`config.mk`:
```
export PLATFORM = sky130hd
export DESIGN_NAME = manchester_sync_ctrl
export DESIGN_NICKNAME = d
export VERILOG_FILES = /design/src/rtl/manchester_sync_pkg.sv /design/src/rtl/manchester_sync_product.sv /design/src/rtl/manchester_sync_ctrl.sv
export SDC_FILE = /design/constraint.sdc
export NUM_CORES = 1
export LEC_CHECK = 0
export ABC_AREA = 0
export BUFFER_PORTS_ARGS = -buffer_cell sky130_fd_sc_hd__buf_2
export CORE_UTILIZATION = 47
export CTS_CLUSTER_SIZE = 12
export DETAILED_ROUTE_END_ITERATION = 8
export GPL_ROUTABILITY_DRIVEN = 0
export PLACE_DENSITY = 0.77
export SYNTH_ARGS = -nofsm -noshare
export SYNTH_HDL_FRONTEND = slang
export SYNTH_SLANG_ARGS = --single-unit
```
`constraint.sdc`:
```
create_clock -name i_clk -period 3.4 [get_ports i_clk]
set_clock_uncertainty 0.05 [all_clocks]
set_input_delay 0.51 -clock i_clk [delete_from_list [all_inputs] [get_ports i_clk]]
set_output_delay 0.51 -clock i_clk [all_outputs]
set_load 0.005 [all_outputs]
```
`src/rtl/manchester_sync_pkg.sv`:
```
// Shared definitions for the Manchester preamble correlator.
//   SYM_POS / SYM_NEG : 2-bit signed soft-symbol codes for +1 / -1
//   state_e           : correlator controller FSM states
//   pre_bit_to_sym    : maps a reference preamble bit to its symbol code
package manchester_sync_pkg;

    localparam logic [1:0] SYM_POS = 2'b01;
    localparam logic [1:0] SYM_NEG = 2'b11;

    typedef enum logic [1:0] {
        IDLE = 2'd0,
        MAC  = 2'd1,
        CMP  = 2'd2
    } state_e;

    // Reference bit 1 means +1, bit 0 means -1.
    function automatic logic [1:0] pre_bit_to_sym(input logic b);
        return b ? SYM_POS : SYM_NEG;
    endfunction

endpackage

```
`src/rtl/manchester_sync_product.sv`:
```
// Generic signed product unit.
//   i_a : signed operand, A_W bits
//   i_b : signed operand, B_W bits
//   o_p : signed product truncated to P_W bits
// For +/-1 operands at width 2 the truncated product is exactly +/-1.
module product #(
    parameter int A_W = 2,
    parameter int B_W = 2,
    parameter int P_W = 2
) (
    input  logic signed [A_W-1:0] i_a,
    input  logic signed [B_W-1:0] i_b,
    output logic signed [P_W-1:0] o_p
);

    assign o_p = P_W'(i_a * i_b);

endmodule

```
`src/rtl/manchester_sync_ctrl.sv`:
```
// Preamble correlator controller for the Manchester receive path.
// Keeps the last TAP_NUM soft symbols and, after each accepted symbol,
// correlates them against PREAMBLE one tap per cycle through a single
// shared product unit. A one-cycle sync pulse and a sticky lock flag are
// raised when the correlation reaches THRESH with a full history.
//   i_clk, i_rst             : clock, synchronous active-high reset
//   i_enable                 : permits new symbol acceptance
//   i_sym, i_sym_valid       : soft symbol input (only the sign bit matters)
//   o_sym_ready              : symbol accepted when i_sym_valid & o_sym_ready
//   i_unlock                 : clears o_locked
//   o_corr, o_corr_valid     : correlation of the last evaluation + strobe
//   o_sync, o_locked         : detection pulse, detection level
// Handshake: a symbol transfers on a rising edge where i_sym_valid and
// o_sym_ready are both high; upstream holds the symbol while ready is low.
module manchester_sync_ctrl
    import manchester_sync_pkg::*;
#(
    parameter int                 TAP_NUM  = 16,
    parameter logic [TAP_NUM-1:0] PREAMBLE = 16'hA5F0,
    parameter int                 CORR_W   = 6,
    parameter int                 THRESH   = 14
) (
    input  logic                     i_clk,
    input  logic                     i_rst,
    input  logic                     i_enable,
    input  logic [1:0]               i_sym,
    input  logic                     i_sym_valid,
    output logic                     o_sym_ready,
    input  logic                     i_unlock,
    output logic signed [CORR_W-1:0] o_corr,
    output logic                     o_corr_valid,
    output logic                     o_sync,
    output logic                     o_locked
);

    localparam int IDX_W  = (TAP_NUM > 1) ? $clog2(TAP_NUM) : 1;
    localparam int FILL_W = $clog2(TAP_NUM + 1);
    localparam logic [IDX_W-1:0]         LAST_IDX  = IDX_W'(TAP_NUM - 1);
    localparam logic [FILL_W-1:0]        FILL_FULL = FILL_W'(TAP_NUM);
    localparam logic signed [CORR_W-1:0] THRESH_C  = CORR_W'(THRESH);

    state_e                     state_q, state_d;
    logic [1:0]                 hist_q [TAP_NUM];
    logic [1:0]                 hist_d [TAP_NUM];
    logic [IDX_W-1:0]           idx_q, idx_d;
    logic signed [CORR_W-1:0]   acc_q, acc_d;
    logic [FILL_W-1:0]          fill_q, fill_d;
    logic signed [CORR_W-1:0]   corr_q, corr_d;
    logic                       corr_valid_q, corr_valid_d;
    logic                       sync_q, sync_d;
    logic                       locked_q, locked_d;
    logic                       sym_ready;

    logic [1:0]                 tap_sym;
    logic [1:0]                 pre_sym;
    logic [1:0]                 prod;

    // Only the sign bits carry information downstream.
    logic                       unused_bits;
    assign unused_bits = i_sym[0] ^ prod[0];

    assign tap_sym = hist_q[idx_q];
    assign pre_sym = pre_bit_to_sym(PREAMBLE[idx_q]);

    product #(
        .A_W(2),
        .B_W(2),
        .P_W(2)
    ) u_product (
        .i_a(tap_sym),
        .i_b(pre_sym),
        .o_p(prod)
    );

    always_comb begin
        state_d      = state_q;
        hist_d       = hist_q;
        idx_d        = idx_q;
        acc_d        = acc_q;
        fill_d       = fill_q;
        corr_d       = corr_q;
        corr_valid_d = 1'b0;
        sync_d       = 1'b0;
        locked_d     = i_unlock ? 1'b0 : locked_q;
        sym_ready    = 1'b0;

        case (state_q)
            IDLE: begin
                sym_ready = i_enable;
                if (i_sym_valid && i_enable) begin
                    // Store a clean +/-1 code derived from the sign bit.
                    hist_d[0] = i_sym[1] ? SYM_NEG : SYM_POS;
                    for (int k = 1; k < TAP_NUM; k++) begin
                        hist_d[k] = hist_q[k-1];
                    end
                    if (fill_q != FILL_FULL) begin
                        fill_d = fill_q + 1'b1;
                    end
                    idx_d   = '0;
                    acc_d   = '0;
                    state_d = MAC;
                end
            end
            MAC: begin
                acc_d = prod[1] ? (acc_q - CORR_W'(1)) : (acc_q + CORR_W'(1));
                idx_d = idx_q + 1'b1;
                if (idx_q == LAST_IDX) begin
                    state_d = CMP;
                end
            end
            CMP: begin
                corr_d       = acc_q;
                corr_valid_d = 1'b1;
                // A detection here overrides a simultaneous unlock.
                if (fill_q == FILL_FULL && acc_q >= THRESH_C && !locked_q) begin
                    sync_d   = 1'b1;
                    locked_d = 1'b1;
                end
                state_d = IDLE;
            end
            default: state_d = IDLE;
        endcase
    end

    always_ff @(posedge i_clk) begin
        if (i_rst) begin
            state_q      <= IDLE;
            for (int k = 0; k < TAP_NUM; k++) begin
                hist_q[k] <= SYM_POS;
            end
            idx_q        <= '0;
            acc_q        <= '0;
            fill_q       <= '0;
            corr_q       <= '0;
            corr_valid_q <= 1'b0;
            sync_q       <= 1'b0;
            locked_q     <= 1'b0;
        end else begin
            state_q      <= state_d;
            hist_q       <= hist_d;
            idx_q        <= idx_d;
            acc_q        <= acc_d;
            fill_q       <= fill_d;
            corr_q       <= corr_d;
            corr_valid_q <= corr_valid_d;
            sync_q       <= sync_d;
            locked_q     <= locked_d;
        end
    end

    // Ready is held low while reset is applied, whatever the state.
    assign o_sym_ready  = sym_ready & ~i_rst;
    assign o_corr       = corr_q;
    assign o_corr_valid = corr_valid_q;
    assign o_sync       = sync_q;
    assign o_locked     = locked_q;

endmodule
```
== Word-level counts from Yosys, hierarchy flattened ==
Memories as Yosys holds them, arrays and structs flattened. A register that Yosys moved wholly into a read port is not among the register bits.
Cells that the tools add are included.

* Bits in registers: 58
* Bits in latches: 0
* Bits in writable memories: 0
* ROM bits: 16
* Output and inout bits: 10
* Memories: 1

{| class="wikitable"
|+ Memory list
! name !! depth !! width !! read ports !! clocked after Yosys merged registers in !! wr ports !! RTL line !! source
|-
| (name not given) || 16 || 1 || 1 || 1 || 0 || manchester_sync_ctrl.sv:63 || <nowiki>assign pre_sym = pre_bit_to_sym(PREAMBLE[idx_q]);</nowiki>
|}

* Add/subtract/negate cells: 4
* Multipliers: 1
* Divide/modulo/power cells: 0
* Magnitude comparators: 3
* Equal/unequal tests: 7
* Shift-type cells: 0
* Multiplexer cells: 22
* Bitwise operators: 4
* Reduce and logical (&&, ||, !) cells: 11

{| class="wikitable"
|+ Operators with widths
! cell !! number
|-
| $mux 2 || 6
|-
| $mux 4 || 3
|-
| $mux 6 || 2
|-
| $pmux 6 s2 || 1
|-
| $bmux 2 s4 || 1
|-
| $pmux 4 s2 || 1
|-
| $mux 1 || 7
|-
| $add 6x2->6 const B || 1
|-
| $ge 6x5->1 const B || 1
|-
| $reduce_and 2->1 || 3
|-
| $sub 6x2->6 const B || 1
|-
| $add 5x1->5 const B || 1
|-
| $eq 5x5->1 const B || 1
|-
| $ge 5x5->1 const B || 1
|-
| $lt 4x5->1 const B || 1
|-
| $ne 5x5->1 const B || 1
|-
| $not 4->5 || 1
|-
| $add 4x1->4 const B || 1
|-
| $eq 4x4->1 const B || 1
|-
| $ne 2x2->1 const B || 2
|-
| $pmux 2 s2 || 1
|-
| $logic_and 1x1->1 || 3
|-
| $reduce_and 3->1 || 1
|-
| $eq 2x1->1 const B || 1
|-
| 8 further kinds || 9
|}

== Longest topological paths before layout ==
Gate-level depths: netlist (run 1).

* Word-level depth: 7
* Gate-level depth with buffers: 11
* Mapped depth without buffers: 10

== Cells and area by module ==
From an unflattened synthesis (run 1), not the netlist that was laid out.

* Cells, all modules: 217
* Area, all modules: 2039.5 sq um

{| class="wikitable"
|+ By module, submodules not included
! module !! times used !! cells each !! area each (sq um)
|-
| manchester_sync_ctrl || 1 || 213 || 2015.7
|-
| product || 1 || 4 || 23.8
|}

== Worst setup path before layout (run 1) ==
Ideal clock, no wire load.

* Path kind: register -> register
* Start point: register idx_q[0]
* End point: register acc_q[5]
* Setup time: 0.084 ns
* Data arrival time: 2.927 ns
* Data required time: 3.266 ns
* Path slack: 0.339 ns
* Cell stages (with the launch flop): 11
* Cells stage by stage: dfxtp_1 > buf_6 > mux4_1 > mux4_2 > xnor2_2 > ha_1 > a21o_1 > a311o_1 > o311ai_0 > xnor2_1 > o31ai_2

* Longest elaborated chain between the ends: 7

{| class="wikitable"
|+ Ends and longest elaborated chain
! item !! RTL line !! source
|-
| from (decl) || manchester_sync_ctrl.sv:45 || <nowiki>logic [IDX_W-1:0] idx_q, idx_d;</nowiki>
|-
| from (signal assigned) || manchester_sync_ctrl.sv:141 || <nowiki>idx_q <= idx_d;</nowiki>
|-
| $not 4->5 (not written as such) || manchester_sync_ctrl.sv:62 || <nowiki>assign tap_sym = hist_q[idx_q];</nowiki>
|-
| $bmux 2 s4 || manchester_sync_ctrl.sv:62 ||
|-
| $mux 2 (not written as such) (2 in a row) || manchester_sync_ctrl.sv:62 ||
|-
| $mul 2x2->2 || manchester_sync_product.sv:16 || <nowiki>assign o_p = P_W'(i_a * i_b);</nowiki>
|-
| $mux 6 || manchester_sync_ctrl.sv:105 || <nowiki>acc_d = prod[1] ? (acc_q - CORR_W'(1)) : (acc_q + CORR_W'(1));</nowiki>
|-
| $pmux 6 s2 || manchester_sync_ctrl.sv:87 || <nowiki>case (state_q)</nowiki>
|-
| to (signal assigned) || manchester_sync_ctrl.sv:132 || <nowiki>acc_q <= '0;</nowiki>
|-
| to (signal assigned) || manchester_sync_ctrl.sv:142 || <nowiki>acc_q <= acc_d;</nowiki>
|-
| to (decl) || manchester_sync_ctrl.sv:46 || <nowiki>logic signed [CORR_W-1:0] acc_q, acc_d;</nowiki>
|}

No other way between the ends. The select of a mux whose other input is x is not followed.
A chain may end at the register's enable or synchronous reset.

== Worst setup path in the final report (run 1) ==
Same ends and word-level chain as after synthesis.

==> run metrics, run 1 <==
status=complete, no violations; initial antenna violation count=0; final worst slack=between 0.15 and 0.2 ns; combinational power share=between 10% and 20%; grt total ovfl=0; Reg power frac=55.5%; CP endpoint kind=register; Max VDD drop=0.190 mV; via count=1,533; Max Freq=around 0.31 GHz; top post-synthesis cells by count=dfxtp_1 (43), nand2_1 (37), a21oi_1 (28); Worst-path clk slew=0.08 ns; DPL Wire Length=roughly 2400 µm; final antenna diode count=0; Starting DRT DRC Count=79; Rows=23; r2r startpoint=idx_q[0]$_SDFFE_PP0P_; Syn Area/Cell=9.02 µm²; startpoint types=register; Synth area leaders=dfxtp_1 (43%), a21oi_1 (6.9%), nand2_1 (6.9%); Fill cells=387; Detail Route Antenna Nets=0; Die H=67.6 µm; post-synth top area share=approximately 43%; nets@finish=251; CP peak stage delay=just under 0.6 ns; Syn Nets=around 240; Via density=5.34; Seq/Total Area, Yosys=42.6%; Core Area=~4000 µm²; Final min period=3.24 ns; DRC=0; Post CTS Setup Buffer Count=0; Clk pwr share=32.8%; Die X-Extent=67.6 µm; DP Area=roughly 2100 µm²; P_int=between 0.7 and 0.8 mW; Yosys warnings=0; crit-path max FO=7; CP startpoint=idx_q[0]$_SDFFE_PP0P_; number of global-route vias before repair=between 1,000 and 1,500; pin count of the biggest net entering global routing=45; CP max stage cell=mux4_1; worst path required time=3.52 ns; post-synth cell types=44; final setup fails=0; Most used DFF post-synth=dfxtp_1; Ports=17; WL met1=between 1500 and 2000 µm; H-tree depth=2; Post-Syn Instances=224; total wire length=around 3700 µm; worst path cell trace=mux4_1 > mux4_2 > xnor2_4 > ha_1 > a21o_1 > a311o_1 > o311ai_0 > xnor2_1 > o31ai_2; Sw Pwr=0.244 mW; root buffer cell=clkbuf_8; Sw Share=25.7%; Synth Register Bits=43; final hold viol count=0; Slew HR=47.4%; Synth-to-Final Area Change=8.61%; Lkg Pwr=between 0.8 and 0.9 nW; pwr dens=432 nW/µm²; drt first pass iters=4; CP Class=register to register; top routing layer in use=met4; fraction of layout cells with a size suffix above 1=about an eighth; Synth Cell Area=2020 µm²; RSZ-0062 raised after global routing=false; Max Cap Viol=0; Slew @ Worst Pin=about 0.79 ns; global-route wire length before repair=5600 µm; GRT Overall Usage=16.4%; Yosys top cell by area=dfxtp_1; Place WS=0.0596 ns; Num CTS Buffers=5; Post-synth ARST share=0%; Tcrit/Tclk final=a little over nine tenths; WL met3=111 µm; met2 wire len=between 1500 and 2000 µm; CP delay by family, top=multiplexers; wire length per cell=approximately 13 µm; Final TNS setup=0 ns; Worst-Skew Late Latency=approximately 0.29 ns; TritonCTS clock tree=built; buffers added on ports=15; area taken by multi-input logic gates=1060 µm²; Hold Crit Class=input port to register; Final Instance Area=~2200 µm²; clk sinks=43; clock buffer depth=2; EDFF count, synth=0; Starting Density=49.8%; full die area=4570 µm²; sequential standard cell area=862 µm²; Buf/Inv on CP=0; max-slew violation count=0; most common cell in the synthesized netlist=dfxtp_1; hold_sp=i_sym[1]; Worst Path Arrival=3.35 ns
==> registers in the layout (all words and copies together), names as in the netlist, named ones only <==
register and flops:
hist_q 16, fill_q 5, state_q 2, o_sync 1, acc_q 6, o_locked 1, o_corr 6, idx_q 4
o_corr_valid 1
==> worst register-to-register path, stage by stage (launching register included) <==
cell	delay, ns
dfxtp_2	0.41
mux4_1	0.59
mux4_2	0.54
xnor2_4	0.25
ha_1	0.28
a21o_1	0.21
a311o_1	0.37
o311ai_0	0.15
xnor2_1	0.19
o31ai_2	0.07
==> power by group through the flow <==
stage	combinational, mW	sequential [mW]	clock (mW)
floorplan	0.0922	0.534	0
global placement	0.104	0.537	0
finish	0.111	0.527	0.311
CTS	0.108	0.526	0.320
global route	0.123	0.528	0.337
detailed placement	0.108	0.538	0
==> cell families after synthesis <==
logic type               count (synthesis)  synth area share [%]
AO/OA/AOI/OAI                           42                  12.1
XOR/XNOR                                 7                  3.41
adder cells (fa/ha/maj)                  8                  5.32
buffers and inverters                   21                  5.63
flip-flops                              43                  42.6
multiplexers                             9                  8.30
AND/OR/NAND/NOR                         94                  22.7
==> per-layer routing <==
| metal | vias up | track usage, % |
|---|---|---|
| met4 | 0 | 7.18 |
| met2 | 23 | 24.8 |
| met3 | 7 | 4.56 |
| met5 | - | 0 |
| li1 | 800 | - |
| met1 | 703 | 21.6 |
==> final cells by class <==
cell class	instances	share of cell area (%)
sequential	43	39.3
clock buffer	7	3.48
clock inverter	1	0.228
multi-input combinational	160	48.2
timing repair buffer	19	4.79
inverter	7	1.20
tap	50	2.85
==> final timing paths <==
kind	slack [ns]	endpoint	cells past startpoint
setup / recovery	0.16	acc_q[5]$_SDFFE_PP0P_	9
hold reg to reg	0.42	hist_q[7]$_SDFFE_PP0P_	2
setup reg to reg	0.16	acc_q[5]$_SDFFE_PP0P_	9
hold / removal	0.39	hist_q[31]$_SDFFE_PP0P_	3
==> layout by cell type, fill, tap and decap left out, types with 5 or more instances in the layout <==
| master | synthesis | final |
|---|---|---|
| nor2_1 | 21 | 21 |
| nand3_1 | 8 | 8 |
| inv_1 | 7 | 7 |
| nand2_1 | 37 | 37 |
| clkbuf_8 | 2 | 5 |
| a21oi_1 | 28 | 28 |
| ha_1 | 7 | 7 |
| dfxtp_1 | 43 | 42 |
| buf_2 | 0 | 15 |
==> per-stage QoR <==
step                total power [mW]  cells  util (%)  hold slack (ns)
floorplan                      0.626    224         -            0.382
global placement               0.642    279      51.8            0.394
detailed placement             0.646    279      51.8            0.405
CTS                            0.954    287      53.8            0.385
global route                   0.988    287      54.1            0.402
finish                         0.949    287      54.1            0.395
==> timing repair <==
item / CTS / global route
hold buffers: 0 / 0
endpoints found under the setup margin: 0 / 1
gates resized for setup: 0 / 2
hold endpoints to repair: 0 / 0
Power figures use the tool's default switching activity.
==> inputs of run 2 (changes only) <==
--- a/config.mk
+++ b/config.mk
@@ -8,6 +8,7 @@
 export ABC_AREA = 0
 export BUFFER_PORTS_ARGS = -buffer_cell sky130_fd_sc_hd__buf_2
 export CORE_UTILIZATION = 47
+export CTS_BUF_LIST = sky130_fd_sc_hd__clkbuf_4 sky130_fd_sc_hd__clkbuf_8 sky130_fd_sc_hd__clkbuf_16
 export CTS_CLUSTER_SIZE = 12
 export DETAILED_ROUTE_END_ITERATION = 8
 export GPL_ROUTABILITY_DRIVEN = 0
==> run 2 against run 1 <==
Global-route usage did not move. Design area rose by 0.34%. Sequential power about the same. Register-to-register slack barely moved. Clock-buffer cell count stayed put. Critical path depth did not move. Critical path type unchanged. Largest cell class unchanged.
==> run metrics, run 2 (synthesized netlist as in run 1, its figures left out) <==
Core Area=4060 µm² (unchanged); max reg flops=16 (unchanged); Power Total=0.965 mW (was 0.949 mW); Die X-Extent=67.6 µm (unchanged); Clk pwr share=33.9% (was 32.8%); root buffer cell=clkbuf_8 (unchanged); status=complete, no violations (unchanged); startpoint types=register (unchanged); nets@finish=251 (unchanged); pin count of the biggest net entering global routing=45 (unchanged); DPL Wire Length=2450 µm (unchanged); number of global-route vias before repair=1,271 (unchanged); drt first pass iters=4 (unchanged); Worst-path clk slew=0.08 ns (about the same); combinational power share=11.5% (was 11.7%); Slew HR=47.4% (about the same); Num CTS Buffers=5 (unchanged); pwr dens=438 nW/µm² (was 432 nW/µm²); P_int=0.720 mW (was 0.704 mW); Fill cells=387 (unchanged); CP max stage cell=mux4_1 (unchanged); Detail Route Antenna Nets=0 (unchanged); Max Freq=0.309 GHz (about the same); clock buffer depth=2 (unchanged); CP Class=register to register (unchanged); Via density=5.35 (was 5.34); CP peak stage delay=0.59 ns (about the same); Hold Path Depth=3 (unchanged); total wire length=3740 µm (unchanged); Hold Path End=hist_q[31]$_SDFFE_PP0P_ (unchanged); Inst Count DP=279 (unchanged); Max Cap Viol=0 (unchanged); Synth-to-Final Area Change=8.98% (was 8.61%); final hold viol count=0 (unchanged); reg2reg setup slack=0.16 ns (about the same); clk sinks=43 (unchanged); fraction of layout cells with a size suffix above 1=13.5% (was 12.7%); Sw Pwr=0.244 mW (about the same); Biggest register=hist_q (unchanged); worst path required time=3.52 ns (about the same); Buf/Inv on CP=0 (unchanged); grt total ovfl=0 (unchanged); most frequent cells in the layout=dfxtp_1 (42), nand2_1 (37), a21oi_1 (28) (unchanged); initial antenna violation count=0 (unchanged); via count=1,536 (was 1,533); Worst-Skew Late Latency=0.29 ns (about the same); max-slew violation count=0 (unchanged); full die area=4570 µm² (unchanged); GRT Overall Usage=16.4% (unchanged); hold_sp=i_sym[1] (unchanged); RSZ-0062 raised after global routing=false (unchanged); Worst Path Arrival=3.35 ns (about the same); Ports=17 (unchanged); Lkg Pwr=0.867 nW (was 0.860 nW); Sw Share=25.3% (was 25.7%); final antenna diode count=0 (unchanged); Starting Density=49.8% (unchanged); Reg power frac=54.6% (was 55.5%); Worst R2R Path Depth=9 (unchanged); H-tree depth=2 (unchanged); Starting DRT DRC Count=79 (unchanged); worst path cell trace=mux4_1 > mux4_2 > xnor2_4 > ha_1 > a21o_1 > a311o_1 > o311ai_0 > xnor2_1 > o31ai_2 (unchanged); Cell Count, Final, Fillers Out=287 (unchanged); wire length per cell=13.0 µm (unchanged); global-route wire length before repair=5600 µm (unchanged); CP delay by family, top=multiplexers (unchanged); Final TNS setup=0 ns (unchanged); CTS hold repair buffers=0 (unchanged); Slew @ Worst Pin=0.789 ns (about the same); crit-path max FO=7 (unchanged); r2r startpoint=idx_q[0]$_SDFFE_PP0P_ (unchanged); final setup fails=0 (unchanged); Hold Crit Class=input port to register (unchanged); buffers added on ports=15 (unchanged); Rows=23 (unchanged); CP endpoint kind=register (unchanged); DRC=0 (unchanged); Die H=67.6 µm (unchanged); TritonCTS clock tree=built (unchanged); Max VDD drop=0.190 mV (about the same); commonest non-fill, non-tap cell in the layout=dfxtp_1 (unchanged); Reg2Reg Capture Point=acc_q[5]$_SDFFE_PP0P_ (unchanged); Final min period=3.24 ns (about the same); Tcrit/Tclk final=95.1% (about the same)
[run 2: changes by cell type in the layout (fill, tap and decap cells not counted)]
cell	delta
clkbuf_1	-2
clkbuf_4	+2
[run 2: worst reg2reg max path, stage by stage (launching register included)]
cell and delay [ns]:
dfxtp_2 0.41, mux4_1 0.59, mux4_2 0.54, xnor2_4 0.25, ha_1 0.28, a21o_1 0.21, a311o_1 0.37, o311ai_0 0.15
xnor2_1 0.19, o31ai_2 0.07
[run 2: worst max path at each step]
stage / slack, ns / cells after the start / end / start
global route: 0.05 / 9 / acc_q[5]$_SDFFE_PP0P_ / idx_q[0]$_SDFFE_PP0P_
global placement: 0.09 / 9 / acc_q[5]$_SDFFE_PP0P_ / idx_q[0]$_SDFFE_PP0P_
finish: 0.16 / 9 / acc_q[5]$_SDFFE_PP0P_ / idx_q[0]$_SDFFE_PP0P_
detailed placement: 0.06 / 9 / acc_q[5]$_SDFFE_PP0P_ / idx_q[0]$_SDFFE_PP0P_
CTS: 0.04 / 9 / acc_q[5]$_SDFFE_PP0P_ / idx_q[0]$_SDFFE_PP0P_
floorplan: 0.34 / 10 / acc_q[5]$_SDFFE_PP0P_ / idx_q[0]$_SDFFE_PP0P_
[run 2: final cells by class]
type                    instances  area [µm²]  share of cell area [%]
clock buffers                   7        83.8                    3.81
clock inverters                 1        5.00                   0.227
inverters                       7        26.3                    1.19
multi-input cells             160        1060                    48.0
flip-flops and latches         43         862                    39.1
well taps                      50        62.6                    2.84
repair buffers                 19         105                    4.77
[run 2: power groups by stage]
stage / clock network [mW] / registers [mW] / logic (mW)
after global placement: 0 / 0.537 / 0.104
after floorplan: 0 / 0.534 / 0.0922
after detailed placement: 0 / 0.538 / 0.108
after global routing: 0.353 / 0.528 / 0.123
after CTS: 0.336 / 0.526 / 0.108
final: 0.327 / 0.527 / 0.111
[run 2: what timing repair did]
action	in CTS	in global routing
setup buffers	0	0
gates resized for setup	0	2
endpoints found under the setup margin	0	1
hold endpoints to repair	0	0
[run 2: layer usage]
metal	global-route usage [%]	routed length, µm	share of wire, %
met1	21.6	1870	50
met2	24.8	1690	45
met3	4.56	111	3.0
met4	7.18	67	1.8
met5	0	0	0
[run 2: metrics by stage]
stage,setup WS [ns],util [%],instance area (µm²),hold WS [ns]
after detailed placement,0.0596,51.8,2100,0.405
after global routing,0.0516,54.3,2200,0.402
final,0.165,54.3,2200,0.395
after floorplan,0.339,-,2020,0.382
after CTS,0.0410,54.0,2190,0.385
after global placement,0.0877,51.8,2100,0.394
